--- src/rtl/trap_pkg.sv ---
// ---------------------------------------------------------------------------
// trap_pkg
// Shared definitions for the trap controller slice: mcause codes, FSM state
// encoding and privilege encodings.
// Optional feature macro (used by trap_controller): TRAP_TVAL_EN
// ---------------------------------------------------------------------------
package trap_pkg;

    localparam logic [31:0] CAUSE_FETCH_MISALIGNED = 32'd0;
    localparam logic [31:0] CAUSE_ILLEGAL          = 32'd2;
    localparam logic [31:0] CAUSE_BREAKPOINT       = 32'd3;
    localparam logic [31:0] CAUSE_LOAD_MISALIGNED  = 32'd4;
    localparam logic [31:0] CAUSE_STORE_MISALIGNED = 32'd6;
    localparam logic [31:0] CAUSE_ECALL_BASE       = 32'd8;

    localparam logic [1:0] PRIV_U = 2'b00;
    localparam logic [1:0] PRIV_M = 2'b11;

    typedef enum logic [1:0] {
        ST_IDLE          = 2'd0,
        ST_RAISE         = 2'd1,
        ST_DRAIN         = 2'd2,
        ST_WAIT_REDIRECT = 2'd3
    } trap_state_t;

endpackage

--- src/rtl/trap_priority_encoder.sv ---
// ---------------------------------------------------------------------------
// trap_priority_encoder
// Purely combinational selection of the oldest, highest-priority exception.
// Memory stage beats decode stage beats fetch stage.
// Ports:
//   i_current_privilege     privilege of the decode-stage instruction
//   i_fetch_misaligned      fetch flag,  i_fetch_pc   its PC
//   i_illegal_instr, i_csr_violation, i_ecall, i_ebreak  decode flags,
//   i_decode_pc             decode PC
//   i_load_misaligned, i_store_misaligned  memory flags, i_mem_pc memory PC
//   o_any_exc               at least one flag is set
//   o_sel_pc / o_sel_cause  PC and mcause of the winner
// ---------------------------------------------------------------------------
module trap_priority_encoder
    import trap_pkg::*;
#(
    parameter int XLEN = 32
) (
    input  logic [1:0]      i_current_privilege,
    input  logic            i_fetch_misaligned,
    input  logic [XLEN-1:0] i_fetch_pc,
    input  logic            i_illegal_instr,
    input  logic            i_csr_violation,
    input  logic            i_ecall,
    input  logic            i_ebreak,
    input  logic [XLEN-1:0] i_decode_pc,
    input  logic            i_load_misaligned,
    input  logic            i_store_misaligned,
    input  logic [XLEN-1:0] i_mem_pc,
    output logic            o_any_exc,
    output logic [XLEN-1:0] o_sel_pc,
    output logic [31:0]     o_sel_cause
);

    assign o_any_exc = i_load_misaligned | i_store_misaligned | i_illegal_instr |
                       i_csr_violation | i_ebreak | i_ecall | i_fetch_misaligned;

    always_comb begin
        o_sel_pc    = '0;
        o_sel_cause = '0;
        if (i_load_misaligned) begin
            o_sel_pc    = i_mem_pc;
            o_sel_cause = CAUSE_LOAD_MISALIGNED;
        end else if (i_store_misaligned) begin
            o_sel_pc    = i_mem_pc;
            o_sel_cause = CAUSE_STORE_MISALIGNED;
        end else if (i_illegal_instr || i_csr_violation) begin
            o_sel_pc    = i_decode_pc;
            o_sel_cause = CAUSE_ILLEGAL;
        end else if (i_ebreak) begin
            o_sel_pc    = i_decode_pc;
            o_sel_cause = CAUSE_BREAKPOINT;
        end else if (i_ecall) begin
            // ECALL cause encodes the caller's privilege: 8 from U, 11 from M.
            o_sel_pc    = i_decode_pc;
            o_sel_cause = CAUSE_ECALL_BASE + {30'd0, i_current_privilege};
        end else if (i_fetch_misaligned) begin
            o_sel_pc    = i_fetch_pc;
            o_sel_cause = CAUSE_FETCH_MISALIGNED;
        end
    end

endmodule

--- src/rtl/trap_controller.sv ---
// ---------------------------------------------------------------------------
// trap_controller
// Collects synchronous exceptions, hands the winner to the CSR unit as a
// one-cycle pulse, flushes the pipeline and holds fetch until the PC unit
// acknowledges the redirect.
//
//   state            | meaning
//   -----------------+---------------------------------------------------
//   ST_IDLE          | watching exception flags
//   ST_RAISE         | one-cycle trap pulse to CSR unit, flush starts
//   ST_DRAIN         | flush held for FLUSH_CYCLES cycles
//   ST_WAIT_REDIRECT | flush released, fetch held until redirect_ack
//
// Ports:
//   i_clk, i_reset (async, active-high)
//   exception flags/PCs from fetch, decode and memory stages
//   i_redirect_ack   PC unit has loaded the trap vector
//   o_trap_sources   one-cycle trap request
//   o_trap_instr_pc  PC of faulting instruction (held until next capture)
//   o_trap_cause     mcause (held until next capture)
//   o_flush_pipeline, o_stall_fetch, o_busy
// Optional feature macro TRAP_TVAL_EN adds i_fetch_addr, i_mem_addr,
// i_decode_instr and o_trap_tval (faulting address / instruction bits).
// ---------------------------------------------------------------------------
module trap_controller
    import trap_pkg::*;
#(
    parameter int XLEN         = 32,
    parameter int FLUSH_CYCLES = 2
) (
    input  logic            i_clk,
    input  logic            i_reset,
    input  logic [1:0]      i_current_privilege,
    input  logic            i_fetch_misaligned,
    input  logic [XLEN-1:0] i_fetch_pc,
    input  logic            i_illegal_instr,
    input  logic            i_csr_violation,
    input  logic            i_ecall,
    input  logic            i_ebreak,
    input  logic [XLEN-1:0] i_decode_pc,
    input  logic            i_load_misaligned,
    input  logic            i_store_misaligned,
    input  logic [XLEN-1:0] i_mem_pc,
    input  logic            i_redirect_ack,
    output logic            o_trap_sources,
    output logic [XLEN-1:0] o_trap_instr_pc,
    output logic [31:0]     o_trap_cause,
    output logic            o_flush_pipeline,
    output logic            o_stall_fetch,
    output logic            o_busy
`ifdef TRAP_TVAL_EN
    ,
    input  logic [XLEN-1:0] i_fetch_addr,
    input  logic [XLEN-1:0] i_mem_addr,
    input  logic [31:0]     i_decode_instr,
    output logic [XLEN-1:0] o_trap_tval
`endif
);

    localparam logic [2:0] LP_FLUSH_LOAD = 3'(FLUSH_CYCLES);

    trap_state_t     r_state;
    trap_state_t     w_next_state;
    logic [2:0]      r_drain_cnt;
    logic [XLEN-1:0] r_trap_pc;
    logic [31:0]     r_trap_cause;
    logic            w_any_exc;
    logic [XLEN-1:0] w_sel_pc;
    logic [31:0]     w_sel_cause;
    logic            w_capture;

    trap_priority_encoder #(.XLEN(XLEN)) u_prio (
        .i_current_privilege (i_current_privilege),
        .i_fetch_misaligned  (i_fetch_misaligned),
        .i_fetch_pc          (i_fetch_pc),
        .i_illegal_instr     (i_illegal_instr),
        .i_csr_violation     (i_csr_violation),
        .i_ecall             (i_ecall),
        .i_ebreak            (i_ebreak),
        .i_decode_pc         (i_decode_pc),
        .i_load_misaligned   (i_load_misaligned),
        .i_store_misaligned  (i_store_misaligned),
        .i_mem_pc            (i_mem_pc),
        .o_any_exc           (w_any_exc),
        .o_sel_pc            (w_sel_pc),
        .o_sel_cause         (w_sel_cause)
    );

    // Flags are only honoured in IDLE; anything later belongs to squashed work.
    assign w_capture = (r_state == ST_IDLE) && w_any_exc;

    always_ff @(posedge i_clk or posedge i_reset) begin
        if (i_reset) begin
            r_state <= ST_IDLE;
        end else begin
            r_state <= w_next_state;
        end
    end

    always_comb begin
        w_next_state = r_state;
        case (r_state)
            ST_IDLE:          if (w_any_exc)           w_next_state = ST_RAISE;
            ST_RAISE:                                  w_next_state = ST_DRAIN;
            ST_DRAIN:         if (r_drain_cnt == 3'd1) w_next_state = ST_WAIT_REDIRECT;
            ST_WAIT_REDIRECT: if (i_redirect_ack)      w_next_state = ST_IDLE;
            default:                                   w_next_state = ST_IDLE;
        endcase
    end

    always_comb begin
        o_trap_sources   = 1'b0;
        o_flush_pipeline = 1'b0;
        o_stall_fetch    = 1'b0;
        o_busy           = 1'b0;
        case (r_state)
            ST_RAISE: begin
                o_trap_sources   = 1'b1;
                o_flush_pipeline = 1'b1;
                o_stall_fetch    = 1'b1;
                o_busy           = 1'b1;
            end
            ST_DRAIN: begin
                o_flush_pipeline = 1'b1;
                o_stall_fetch    = 1'b1;
                o_busy           = 1'b1;
            end
            ST_WAIT_REDIRECT: begin
                o_stall_fetch    = 1'b1;
                o_busy           = 1'b1;
            end
            default: ;
        endcase
    end

    // Drain down-counter: loaded during RAISE, DRAIN exits when it reads 1.
    always_ff @(posedge i_clk or posedge i_reset) begin
        if (i_reset) begin
            r_drain_cnt <= '0;
        end else if (r_state == ST_RAISE) begin
            r_drain_cnt <= LP_FLUSH_LOAD;
        end else if (r_state == ST_DRAIN) begin
            r_drain_cnt <= r_drain_cnt - 3'd1;
        end
    end

    always_ff @(posedge i_clk or posedge i_reset) begin
        if (i_reset) begin
            r_trap_pc    <= '0;
            r_trap_cause <= '0;
        end else if (w_capture) begin
            r_trap_pc    <= w_sel_pc;
            r_trap_cause <= w_sel_cause;
        end
    end

    assign o_trap_instr_pc = r_trap_pc;
    assign o_trap_cause    = r_trap_cause;

`ifdef TRAP_TVAL_EN
    logic [XLEN-1:0] r_trap_tval;
    logic [XLEN-1:0] w_sel_tval;

    always_comb begin
        w_sel_tval = '0;
        case (w_sel_cause)
            CAUSE_FETCH_MISALIGNED:                        w_sel_tval = i_fetch_addr;
            CAUSE_LOAD_MISALIGNED, CAUSE_STORE_MISALIGNED: w_sel_tval = i_mem_addr;
            CAUSE_ILLEGAL:                                 w_sel_tval = XLEN'(i_decode_instr);
            default:                                       w_sel_tval = '0;
        endcase
    end

    always_ff @(posedge i_clk or posedge i_reset) begin
        if (i_reset) begin
            r_trap_tval <= '0;
        end else if (w_capture) begin
            r_trap_tval <= w_sel_tval;
        end
    end

    assign o_trap_tval = r_trap_tval;
`endif

    // A zero load would wrap the 3-bit counter and stretch DRAIN to 8 cycles.
    a_flush_cycles_legal: assert property (@(posedge i_clk) disable iff (i_reset)
        (FLUSH_CYCLES >= 1) && (FLUSH_CYCLES <= 7));

endmodule

--- config.mk ---
export PLATFORM = sky130hd
export DESIGN_NAME = trap_controller
export DESIGN_NICKNAME = d
export VERILOG_FILES = /design/src/rtl/trap_pkg.sv /design/src/rtl/trap_priority_encoder.sv /design/src/rtl/trap_controller.sv
export SDC_FILE = /design/constraint.sdc
export NUM_CORES = 1
export LEC_CHECK = 0
export ABC_AREA = 1
export CORE_MARGIN = 1
export CORE_UTILIZATION = 35
export DETAILED_ROUTE_END_ITERATION = 12
export PLACE_DENSITY = 0.78
export SLEW_MARGIN = 20
export SYNTH_ARGS = -nofsm -noshare
export SYNTH_HDL_FRONTEND = slang
export SYNTH_SLANG_ARGS = --single-unit
--- constraint.sdc ---
create_clock -name i_clk -period 1.5 [get_ports i_clk]
set_clock_uncertainty 0.2 [all_clocks]
set_input_delay 0.3 -clock i_clk [delete_from_list [all_inputs] [get_ports i_clk]]
set_output_delay 0.3 -clock i_clk [all_outputs]
set_load 0.01 [all_outputs]
==> run_results.csv, run 1 <==
group,metric,value,unit
floorplan,rows,33,
yosys,yosys_warnings,0,
timing,finalSetupTns,-4.953,ns
yosys,yosysTopAreaCell,"dfrtp_1",
yosys,avgSynthCellArea,6.277,sq um
yosys,synth_seq_cells,41,
clocking,clk_latency,0.29,ns
critical_path,end_kind,"primary output",
clocking,cts_tree,"done",
critical_path,worstPathRequired,1.00,ns
clocking,root_buffer,"clkbuf_8",
power,p_per_area,1524,nW/um^2
yosys,synth_area_leaders,"dfrtp_1, nand2_1, nand3_1",
clocking,clock_path_buffers,2,
floorplan,start_util,36.38,%
yosys,ys_seq_area_share,33.98,%
routing,drtPass1Iterations,4,
clocking,htree_levels,2,
power,ir_worst_vdd,1.452,mV
yosys,synth_common_cells,"nand2_1, nand3_1, inv_1",
yosys,yosysMostFrequentCell,"nand2_1",
floorplan,dieHeight,94.88,microns
power,pwr-share-comb,64.3,%
power,leakagePower,2.836,nW
critical_path,cp_max_fo,2,
global_route,grt_pass1_vias,3411,
global_route,gr-total-overflow,0,
routing,num_vias,3614,
yosys,ys_types,22,
routing,via_per_inst,4.663,
floorplan,io_pins,176,
routing,wl_per_cell,13.80,microns
cells_and_area,nFillCells,734,
global_route,grt_pass1_wl,16.27,mm
cells_and_area,drive_above_1_share,20.30,%
timing,fmax,0.5893,GHz
floorplan,core,8299,sq um
cells_and_area,post-route-util,63.56,%
timing,setup_ws,-0.1968,ns
critical_path,regToRegStartpoint,"r_state[1]",
routing,ant_nets,0,
critical_path,critPathLaunch,"r_state[1]",
critical_path,cp-start-kind,"register",
clocking,hold_buffers,0,
floorplan,die_area,9001,sq um
yosys,syn_inst,481,
power,clkPwrFrac,11.6,%
power,p_seq_share,24.1,%
placement,port_buffers,147,
timing,whs,0.1492,ns
routing,drt-total-wl,10.70,mm
yosys,synth_top_area_share,33.98,%
yosys,netlist_area,3019,sq um
cells_and_area,num_antenna_cells,0,
hold_path,min_path_type,"input port to async pin",
critical_path,r2r_slack,-0.16,ns
run_status,violations,"negative setup slack",
timing,setup-violations-final,43,
timing,hold_violations,0,
yosys,ys.flop_type,"dfrtp_1",
yosys,synth_edf_count,0,
placement,dp_hpwl,7.109,mm
power,total_power,8.037,mW
clocking,cts_buffers,5,
global_route,antenna_found_initial,0,
placement,place_congestion,0.8620,
clocking,clkSinkCount,41,
timing,rsz0062_at_grt,"yes",
cells_and_area,nets,784,
job,maxCapViolCount,0,
timing,drv_slew,0,
global_route,grtUsageTotal,23.50,%
routing,drtIter0Drc,116,
critical_path,critPathArrivalTime,1.20,ns
floorplan,die_x,94.88,microns
cells_and_area,area_growth,74.72,%
run_status,status,"finished with violations",
timing,period_minus_slack,1.697,ns
clocking,clk_pin_slew,0.08,ns
power,p_switching,3.204,mW
critical_path,critPathKind,"register to primary output",
routing,drc,0,
power,p_sw_share,39.87,%
power,intPower,4.833,mW
global_route,grt_max_degree,42,
yosys,synthArstFlopShare,100.0,%
timing,fin_crit_sh,113.1,%
-- power by group through the flow --
stage / clock [mW] / sequential, mW / combinational [mW]
4_1_cts: 0.951 / 1.94 / 4.88
5_1_grt: 1.01 / 1.99 / 5.59
3_5_place_dp: 0 / 1.93 / 3.84
3_3_place_gp: 0 / 1.91 / 3.75
6_report: 0.931 / 1.94 / 5.17
2_1_floorplan: 0 / 2.12 / 1.69
-- layout make-up --
type                            count  area, sq um  share of cell area (%)
Timing Repair Buffer              208         2011                   38.12
Clock buffer                        6        82.58                   1.565
Sequential cell                    41         1026                   19.45
Clock inverter                      2        37.54                  0.7116
Multi-Input combinational cell    367         1809                   34.30
Inverter                           46        177.7                   3.368
Tap cell                          105        131.4                   2.491
-- final timing paths --
path,cells past startpoint,end
setup / recovery,4,o_flush_pipeline
hold / removal,3,o_trap_instr_pc[1]
setup reg to reg,10,o_trap_cause[1]
hold reg to reg,2,o_trap_instr_pc[17]
max in group asynchronous,3,o_trap_instr_pc[20]
min in group i_clk,2,o_trap_instr_pc[17]
-- critical path, stage by stage, from the launching register on --
cell	delay [ns]
dfrtp_1	0.37
inv_2	0.05
buf_4	0.13
ha_4	0.26
buf_6	0.09
-- cell usage in the layout, fill, tap and decap left out, types with 2 or more instances in the layout --
cell type	n
a21oi_2	3
buf_12	3
buf_4	42
buf_6	16
buf_8	2
clkbuf_8	6
clkdlybuf4s15_1	15
clkdlybuf4s50_1	100
conb_1	28
dfrtp_1	41
dlygate4sd2_1	27
ha_1	3
ha_4	4
inv_1	38
inv_2	5
inv_4	2
nand2_1	205
nand2_2	31
nand2_4	8
nand3_1	68
nor2_1	2
nor2_4	6
nor3_1	2
o21ai_1	2
-- routing by layer --
layer	global-route usage, %	wire length (microns)	part of all wire, %
met1	28.07	4304	40
met5	0	0	0
met3	4.348	769	7.2
met2	42.93	5440	51
met4	6.061	181	1.7
-- sequential cells by signal, summed over array words and instances (netlist names) --
name,cells
r_state,2
r_drain_cnt,3
o_trap_cause,4
o_trap_instr_pc,32
-- through the flow --
step                cell area, sq um  worst slack [ns]  std cells
floorplan                       3136           0.01861        508
global route                    5275           -0.2532        775
CTS                             5174           -0.1990        765
detailed placement              4674           -0.4782        736
global placement                4674           -0.4178        736
finish                          5275           -0.1968        775
-- cell families (layout without fill, tap and decap cells) --
logic type	count (synthesis)	after routing	synth area share, %
and+or+nand+nor	324	324	44.09
DFF	41	41	33.98
other	1	28	0.1242
adders and majority gates	7	7	2.901
AOI/OAI and AO/OA	8	8	1.782
buffers and inverters	100	262	17.12
-- repair_timing --
| item | CTS | global route |
|---|---|---|
| gates resized for setup | 134 | 43 |
| endpoints found under the setup margin | 79 | 67 |
| pin swaps | 28 | 20 |
| buffers inserted | 19 | 17 |
| gates cloned | 5 | 0 |
Power figures use the tool's default switching activity.
==> run 2, diff against run 1 <==
CTS_CLUSTER_SIZE = 25   (was unset)
MAX_ROUTING_LAYER = met4   (was unset)
==> run 2 against run 1 <==
The run still ends with negative setup slack left. Via count fell by 0.25%. Setup slack improved by 0.0070 ns. Sequential cell count did not move. Clock power about the same. Critical path depth did not move.
==> run_results.csv, run 2 (synthesis results as in run 1) <==
group,metric,value,unit
critical_path,cp_max_fo,2,
clocking,cts_tree,"done",
cells_and_area,largest_register_ff_count,32,
critical_path,critPathSlowestCell,"dfrtp_1",
routing,drtPass1Iterations,4,
global_route,grt_pass1_vias,3408,
critical_path,critPathTopFamily,"flip-flops",
placement,dp_cells,736,
placement,place_congestion,0.8759,
run_status,violations,"negative setup slack",
routing,via_per_inst,4.652,
routing,ant_nets,0,
global_route,gr-total-overflow,0,
floorplan,io_pins,176,
power,leakagePower,2.836,nW
clocking,clk_pin_slew,0.08,ns
cells_and_area,layout_common_cells,"nand2_1, clkdlybuf4s50_1, nand3_1",
floorplan,die_area,9001,sq um
routing,num_vias,3605,
timing,drv_slew,0,
clocking,cts_buffers,5,
cells_and_area,final_common_cell,"nand2_1",
timing,fin_crit_sh,112.7,%
global_route,grt_pass1_wl,16.28,mm
critical_path,worstPathRequired,1.00,ns
clocking,clock_path_buffers,2,
placement,port_buffers,147,
routing,drt-total-wl,10.70,mm
global_route,grt_max_degree,42,
cells_and_area,nFillCells,734,
timing,rsz0062_at_grt,"yes",
critical_path,slowest_delay,0.37,ns
global_route,grtUsageTotal,24.19,%
global_route,antenna_found_initial,0,
cells_and_area,nets,784,
floorplan,start_util,36.38,%
timing,finalSetupTns,-4.775,ns
floorplan,rows,33,
power,p_per_area,1524,nW/um^2
clocking,root_buffer,"clkbuf_8",
timing,fmax,0.5918,GHz
timing,hold_violations,0,
placement,pre_cts_slack,-0.4782,ns
critical_path,crit_buf_inv,3,
routing,drc,0,
timing,setup-violations-final,42,
power,ir_worst_vdd,1.453,mV
floorplan,die_x,94.88,microns
clocking,clkSinkCount,41,
routing,drtIter0Drc,85,
cells_and_area,num_antenna_cells,0,
placement,dp_hpwl,7.109,mm
cells_and_area,drive_above_1_share,20.30,%
critical_path,end_kind,"primary output",
floorplan,dieHeight,94.88,microns
run_status,status,"finished with violations",
clocking,htree_levels,2,
clocking,hold_buffers,0,
timing,setup_ws,-0.1899,ns
floorplan,core,8299,sq um
hold_path,min_path_type,"input port to async pin",
critical_path,cp-start-kind,"register",
critical_path,crit_chain,"inv_2 > buf_4 > ha_4 > buf_6",
critical_path,critPathArrivalTime,1.19,ns
cells_and_area,fin_cells,775,
timing,period_minus_slack,1.690,ns
critical_path,critPathKind,"register to primary output",
clocking,clk_latency,0.29,ns
routing,wl_per_cell,13.81,microns
cells_and_area,area_growth,74.72,%
job,maxCapViolCount,0,
## run 2: cell counts in the layout (fill, tap and decap cells not counted)
No cell type changed its count.
## run 2: timing repair
item | in CTS | in global routing
hold endpoints to repair | 0 | 0
setup buffers | 19 | 17
gates cloned | 5 | 0
resized for setup | 134 | 43
endpoints found under the setup margin | 79 | 67
pin swaps | 28 | 20
## run 2: cell type report
| type | count | area [sq um] | area share, % |
|---|---|---|---|
| clock buffer | 6 | 82.58 | 1.565 |
| clock inverter | 2 | 37.54 | 0.7116 |
| inverter | 46 | 177.7 | 3.368 |
| multi-input combinational | 367 | 1809 | 34.30 |
| sequential | 41 | 1026 | 19.45 |
| tap | 105 | 131.4 | 2.491 |
| timing repair buffer | 208 | 2011 | 38.12 |
## run 2: layer usage
metal / vias to the layer above / track usage (%) / share of wire [%]
met2: 132 / 42.93 / 51
li1: 1781 / - / -
met4: 0 / 6.061 / 1.6
met1: 1673 / 28.17 / 41
met5: - / - / 0
met3: 19 / 4.187 / 6.4
## run 2: where the power goes
part | switching [mW] | internal [mW] | total, mW
logic | 2.52 | 2.65 | 5.18
clock network | 0.388 | 0.541 | 0.929
registers | 0.299 | 1.64 | 1.94
## run 2: final timing paths
path                                     start                   to  slack, ns  cells past startpoint
setup reg to reg                    r_state[1]      o_trap_cause[1]      -0.16                     10
hold reg to reg            o_trap_instr_pc[17]  o_trap_instr_pc[17]       0.28                      2
min in group i_clk         o_trap_instr_pc[17]  o_trap_instr_pc[17]       0.28                      2
hold / removal                         i_reset  o_trap_instr_pc[31]       0.15                      3
max in group asynchronous              i_reset  o_trap_instr_pc[20]       0.74                      3
setup / recovery                    r_state[1]     o_flush_pipeline      -0.19                      4
## run 2: metrics by stage
stage          utilization (%)  instance area (sq um)  hold WS, ns  power, mW
5_1_grt                  63.56                   5275       0.1567      8.586
2_1_floorplan                -                   3136       0.2377      3.812
6_report                 63.56                   5275       0.1518      8.041
4_1_cts                  62.34                   5174       0.1580      7.779
3_3_place_gp             56.32                   4674       0.2622      5.656
3_5_place_dp             56.32                   4674       0.2642      5.767
## run 2: worst min-delay path, stage by stage
cell             delay, ns
clkdlybuf4s50_1       0.41
inv_2                 0.07
buf_12                0.23
==> variant 1, RTL diff (settings of run 2) <==
The option `TRAP_TVAL_EN` is turned on by a define.
--- a/src/rtl/trap_controller.sv
+++ b/src/rtl/trap_controller.sv
@@ -22,6 +22,8 @@
 // Optional feature macro TRAP_TVAL_EN adds i_fetch_addr, i_mem_addr,
 // i_decode_instr and o_trap_tval (faulting address / instruction bits).
 // ---------------------------------------------------------------------------
+`define TRAP_TVAL_EN
+
 module trap_controller
     import trap_pkg::*;
 #(
Interface: changed (added i_decode_instr, i_fetch_addr, i_mem_addr and o_trap_tval); port bits go from 176 to 304. The function was not compared with the original's and may differ.
==> variant 1 against run 2 <==
  * The flow still finishes with violations (setup timing)
  * Worst hold slack improved by 0.064 ns
  * Wire length rose by 90%
  * Synthesized area is 57% higher
  * Core utilization up 4.7 points
  * Sequential cell count increased by 32
  * Final area up 71%
  * Synthesized cell count grew 38%
  * Cell count grew 49%
  * Fmax is 3.2% lower
  * Non-clock buffer count increased by 144
  * Critical path depth unchanged
  * Total power is 72% higher
  * Register-to-register slack got worse by 0.05 ns
  * Setup slack lost 0.057 ns
==> variant 1: results (changes against run 2) <==
pwr:
  irDropWorstVdd_mv: 1.08  # -26%
  total_leakage_power_nw: 4.22  # +49%
finish:
  drive_gt1_share_pct: 19.2  # -1.1 points
  fillers: 1088  # +48%
  fin_nets: 1187  # +51%
detailed_routing:
  firstDrtPassIters: 6  # +2
  avgRoutedWirePerCell_um: 17.6  # +27%
  drt_first_iter_violations: 328  # +290%
  via_per_inst: 5.05  # +8.7%
status:
  violations: "setup timing"
  status: "complete, but fails checks"
global_routing:
  grt_max_degree: 46  # +9.5%
clock_tree:
  clkSlewWorstSetupHoldPaths_ns: 0.06  # -0.02 ns
  clk_latency_ns: 0.32  # +0.03 ns
  numCtsBuffers: 9  # +4
place:
  hpwlAfterDp_um: 13100  # +85%
  routabilityCongestion: 0.907  # +3.5%
  io_buffers: 275  # +87%
setup_path:
  r2r-end: "o_trap_tval[3]"
  critPathLaunch: "r_state[0]"
synth:
  synth.area.top_cells: "dfrtp_1 39%, nand2_1 17%, nand3_1 7.4%"
  yosysSeqAreaShare_pct: 38.5  # +4.5 points
  synth.distinct_cells: 27  # +23%
timing:
  layout_setup_ws_ns: -0.247  # -0.0567 ns
  final-setup-viol-count: 74  # +76%
variant 1: changes by cell type in the layout (fill, tap and decap cells not counted), moves of 14 or more:
cell,before,now
a21oi_1,1,27
nor2_1,2,28
buf_4,42,28
o21ai_0,0,34
buf_12,3,22
dfrtp_1,41,73
nand2_1,205,163
clkdlybuf4s50_1,100,197
clkbuf_2,1,16
nand4_1,0,32
clkdlybuf4s15_1,15,57
dlygate4sd2_1,27,1
o211ai_1,0,32
variant 1: area by class of cell:
| type | count | area (µm²) | area share [%] |
|---|---|---|---|
| Clock inverter | 1 | 5.00 | 0.0553 |
| Multi-Input combinational cell | 493 | 2700 | 29.8 |
| Sequential cell | 73 | 1830 | 20.2 |
| Timing Repair Buffer | 352 | 3850 | 42.6 |
| Inverter | 47 | 198 | 2.19 |
| Tap cell | 176 | 220 | 2.43 |
| Clock buffer | 12 | 246 | 2.73 |
variant 1: worst min-delay path, cell delays in order:
cell and delay [ns]:
clkdlybuf4s50_1 0.45, clkinvlp_4 0.14, buf_12 0.22
variant 1: cells by family after synthesis:
group | count (synthesis) | share of synthesized area, %
AO/OA/AOI/OAI | 106 | 13.3
adder cells (fa/ha/maj) | 7 | 1.85
buffers and inverters | 126 | 13.8
flip-flops | 73 | 38.5
other | 1 | 0.0791
AND/OR/NAND/NOR | 352 | 32.5
variant 1: how the worst max path moves through the flow:
stage,to,slack (ns),cells past startpoint
2_1_floorplan,o_trap_instr_pc[19],-0.007,9
3_3_place_gp,o_trap_tval[8],-0.66,10
3_5_place_dp,o_trap_tval[8],-0.70,10
4_1_cts,o_trap_tval[3],-0.23,11
5_1_grt,o_trap_tval[8],-0.30,11
6_report,o_flush_pipeline,-0.25,4
variant 1: timing repair:
action / in CTS / in global routing
setup endpoints to repair: 142 / 112
cloned: 13 / 3
pin swaps: 32 / 60
buffers inserted: 21 / 4
resized for setup: 188 / 129
variant 1: power by group:
group          total, W  leakage (nW)  internal (W)  switching [W]
clock           0.00192         0.124       0.00114       0.000780
combinational   0.00840          3.20       0.00431        0.00409
sequential      0.00351         0.900       0.00294       0.000569
total            0.0138          4.22       0.00838        0.00544
variant 1: routing by layer:
layer	global-route usage, %	part of all wire, %
met5	-	0
met4	10.6	3.3
met3	7.53	7.4
met2	50.5	51
met1	33.2	39
variant 1: through the flow:
stage,total power (W),area [µm²]
3_5_place_dp,0.00981,7850
3_3_place_gp,0.00970,7850
4_1_cts,0.0130,8800
5_1_grt,0.0147,9040
6_report,0.0138,9040
2_1_floorplan,0.00642,4880
==> variant 2, RTL diff (flow settings as in run 2) <==
Made on the original files. Re-encode `trap_state_t` (4 states) as one-hot, 4 bits wide.
--- a/src/rtl/trap_pkg.sv
+++ b/src/rtl/trap_pkg.sv
@@ -16,11 +16,11 @@
     localparam logic [1:0] PRIV_U = 2'b00;
     localparam logic [1:0] PRIV_M = 2'b11;
 
-    typedef enum logic [1:0] {
-        ST_IDLE          = 2'd0,
-        ST_RAISE         = 2'd1,
-        ST_DRAIN         = 2'd2,
-        ST_WAIT_REDIRECT = 2'd3
+    typedef enum logic [3:0] {
+        ST_IDLE          = 4'b0001,
+        ST_RAISE         = 4'b0010,
+        ST_DRAIN         = 4'b0100,
+        ST_WAIT_REDIRECT = 4'b1000
     } trap_state_t;
 
 endpackage
Check against the original RTL: no difference found for any inputs over 4 cycles, from zero or initial values and one cycle with i_reset high; so few cycles prove little.
==> variant 2 against run 2 <==
  * The flow still finishes with violations (setup timing)
  * Final area shrank 3.2%
  * Wire length shrank 5.5%
  * Count of clock-buffer cells in the layout is the same
  * Sequential cell count grew 2
  * Synthesized area grew 0.37%
  * Total power shrank 7.4%
  * Sequential power grew 5%
  * Setup slack lost 0.25 ns
==> variant 2: results (changes against run 2) <==
global_routing:
  antenna_found_initial: 0  # unchanged
  track_usage_pct: 21.7  # -2.5 points
  grt_pass1_wl_um: 14800  # -9.4%
  grt_max_degree: 32  # -24%
  grt_pass1_vias: 3196  # -6.2%
clock_tree:
  clk_path_buf_depth: 2  # unchanged
  numCtsBuffers: 5  # unchanged
  cts_root_buf: "clkbuf_8"
  h-tree-depth: 2  # unchanged
  clkSlewWorstSetupHoldPaths_ns: 0.09
  clk_latency_ns: 0.30
worst_hold_path:
  worstHoldPathType: "input pin to asynchronous set/reset pin"
synth:
  synth_common_cells: "244 x nand2_1, 70 x nand3_1, 45 x inv_1"
  synth.distinct_cells: 22  # unchanged
  synth.area.top_cells: "dfrtp_1 35%, nand2_1 30%, nand3_1 12%"
  ys_async_sr_fraction_pct: 100  # unchanged
  avgSynthCellArea_um2: 6.25  # -0.45%
  yosysSeqAreaShare_pct: 35.5  # +1.6 points
  synth_ff_type: "dfrtp_1"
  ys_warn_count: 0  # unchanged
finish:
  largest_reg_flops: 32  # unchanged
  fin_nets: 773  # -1.4%
  drive_gt1_share_pct: 13.0  # -7.3 points
  antenna_cells: 0  # unchanged
setup_path:
  crit_path_max_fanout: 3  # +1
  rr_worst_depth: 8  # -2
  cp_top_family: "flip-flops"
  r2r-end: "o_trap_instr_pc[23]"
  critPathLaunch: "r_state[0]"
  critical-path-slowest-cell: "dfstp_2"
  reg2reg_slack_ns: -0.22  # -0.06 ns
  critPathMaxStageDelay_ns: 0.60  # +0.23 ns
  crit_path_end: "o_busy"
  crit_arrival_ns: 1.44  # +0.25 ns
place:
  io_buffers: 147  # unchanged
  routabilityCongestion: 0.863  # -1.4%
  hpwlAfterDp_um: 7050  # -0.81%
status:
  status: "complete, but fails checks"
  violations: "setup timing"
detailed_routing:
  highest_layer: "met4"
  wl_met3_um: 771  # +13%
  drt-total-wl_um: 10100  # -5.5%
  wl_met2_um: 5090  # -6.6%
  met1_length_um: 4150  # -5.6%
  via_per_inst: 4.63  # -0.42%
  firstDrtPassIters: 4  # unchanged
  drt_first_iter_violations: 131  # +54%
timing:
  setup-tns-final_ns: -8.49  # -3.72 ns
  final-setup-viol-count: 43  # +2.4%
  layout_setup_ws_ns: -0.439  # -0.250 ns
pwr:
  irDropWorstVdd_mv: 0.625  # -57%
  total_leakage_power_nw: 2.75  # -2.9%
-- variant 2: changes by cell type after synthesis, sizes merged, moves of 2 or more --
cell / delta
ha: -5
o21ai: +3
nand3: +2
nand4: +2
nor3: -2
-- variant 2: area by class of cell --
class / count / area (µm²)
Multi-Input combinational cell: 369 / 1640
Inverter: 45 / 178
Sequential cell: 43 / 1080
Fill cell: 765 / 3200
Timing Repair Buffer: 199 / 1960
Clock buffer: 6 / 82.6
Clock inverter: 2 / 35.0
Tap cell: 105 / 131
-- variant 2: logic make-up after synthesis --
family                     Yosys count  synth area share [%]
buffers and inverters              100                  16.7
adders and majority gates            2                 0.826
and+or+nand+nor                    329                  45.0
other                                1                 0.124
DFF                                 43                  35.5
AOI/OAI and AO/OA                   10                  1.78
-- variant 2: repair_timing --
action                                  CTS  global route
hold endpoints to repair                  0             0
endpoints found under the setup margin   79            69
resized for setup                        73            39
buffers inserted                          6             9
cloned                                    2             2
pin swaps                                 4             8
-- variant 2: where the power goes --
group / switching, W / leakage, nW / internal, W / total, W
Sequential: 0.000322 / 0.538 / 0.00172 / 0.00204
Combinational: 0.00222 / 2.15 / 0.00225 / 0.00447
Clock: 0.000394 / 0.0612 / 0.000539 / 0.000933
-- variant 2: worst min-delay path by stage --
stage | depth (start not counted) | endpoint | slack (ns)
floorplan | 1 | o_trap_cause[0] | 0.1
global placement | 2 | o_trap_cause[3] | 0.26
detailed placement | 2 | o_trap_instr_pc[5] | 0.26
CTS | 2 | r_drain_cnt[1] | 0.09
global route | 2 | r_drain_cnt[1] | 0.09
finish | 2 | r_drain_cnt[1] | 0.09
-- variant 2: routing by layer --
layer | global-route usage, % | vias up
li1 | - | 1779
met1 | 25.2 | 1624
met2 | 38.7 | 150
met3 | 4.31 | 9
met4 | 4.29 | 0
met5 | - | -
-- variant 2: metrics by stage --
stage	setup WS, ns	power [W]	util [%]	cells	area [µm²]
finish	-0.439	0.00745	61.5	769	5100
global route	-0.476	0.00797	61.5	769	5100
CTS	-0.428	0.00689	59.2	758	4910
floorplan	-0.110	0.00396	-	512	3170
global placement	-0.460	0.00585	57.2	742	4750
detailed placement	-0.478	0.00597	57.2	742	4750
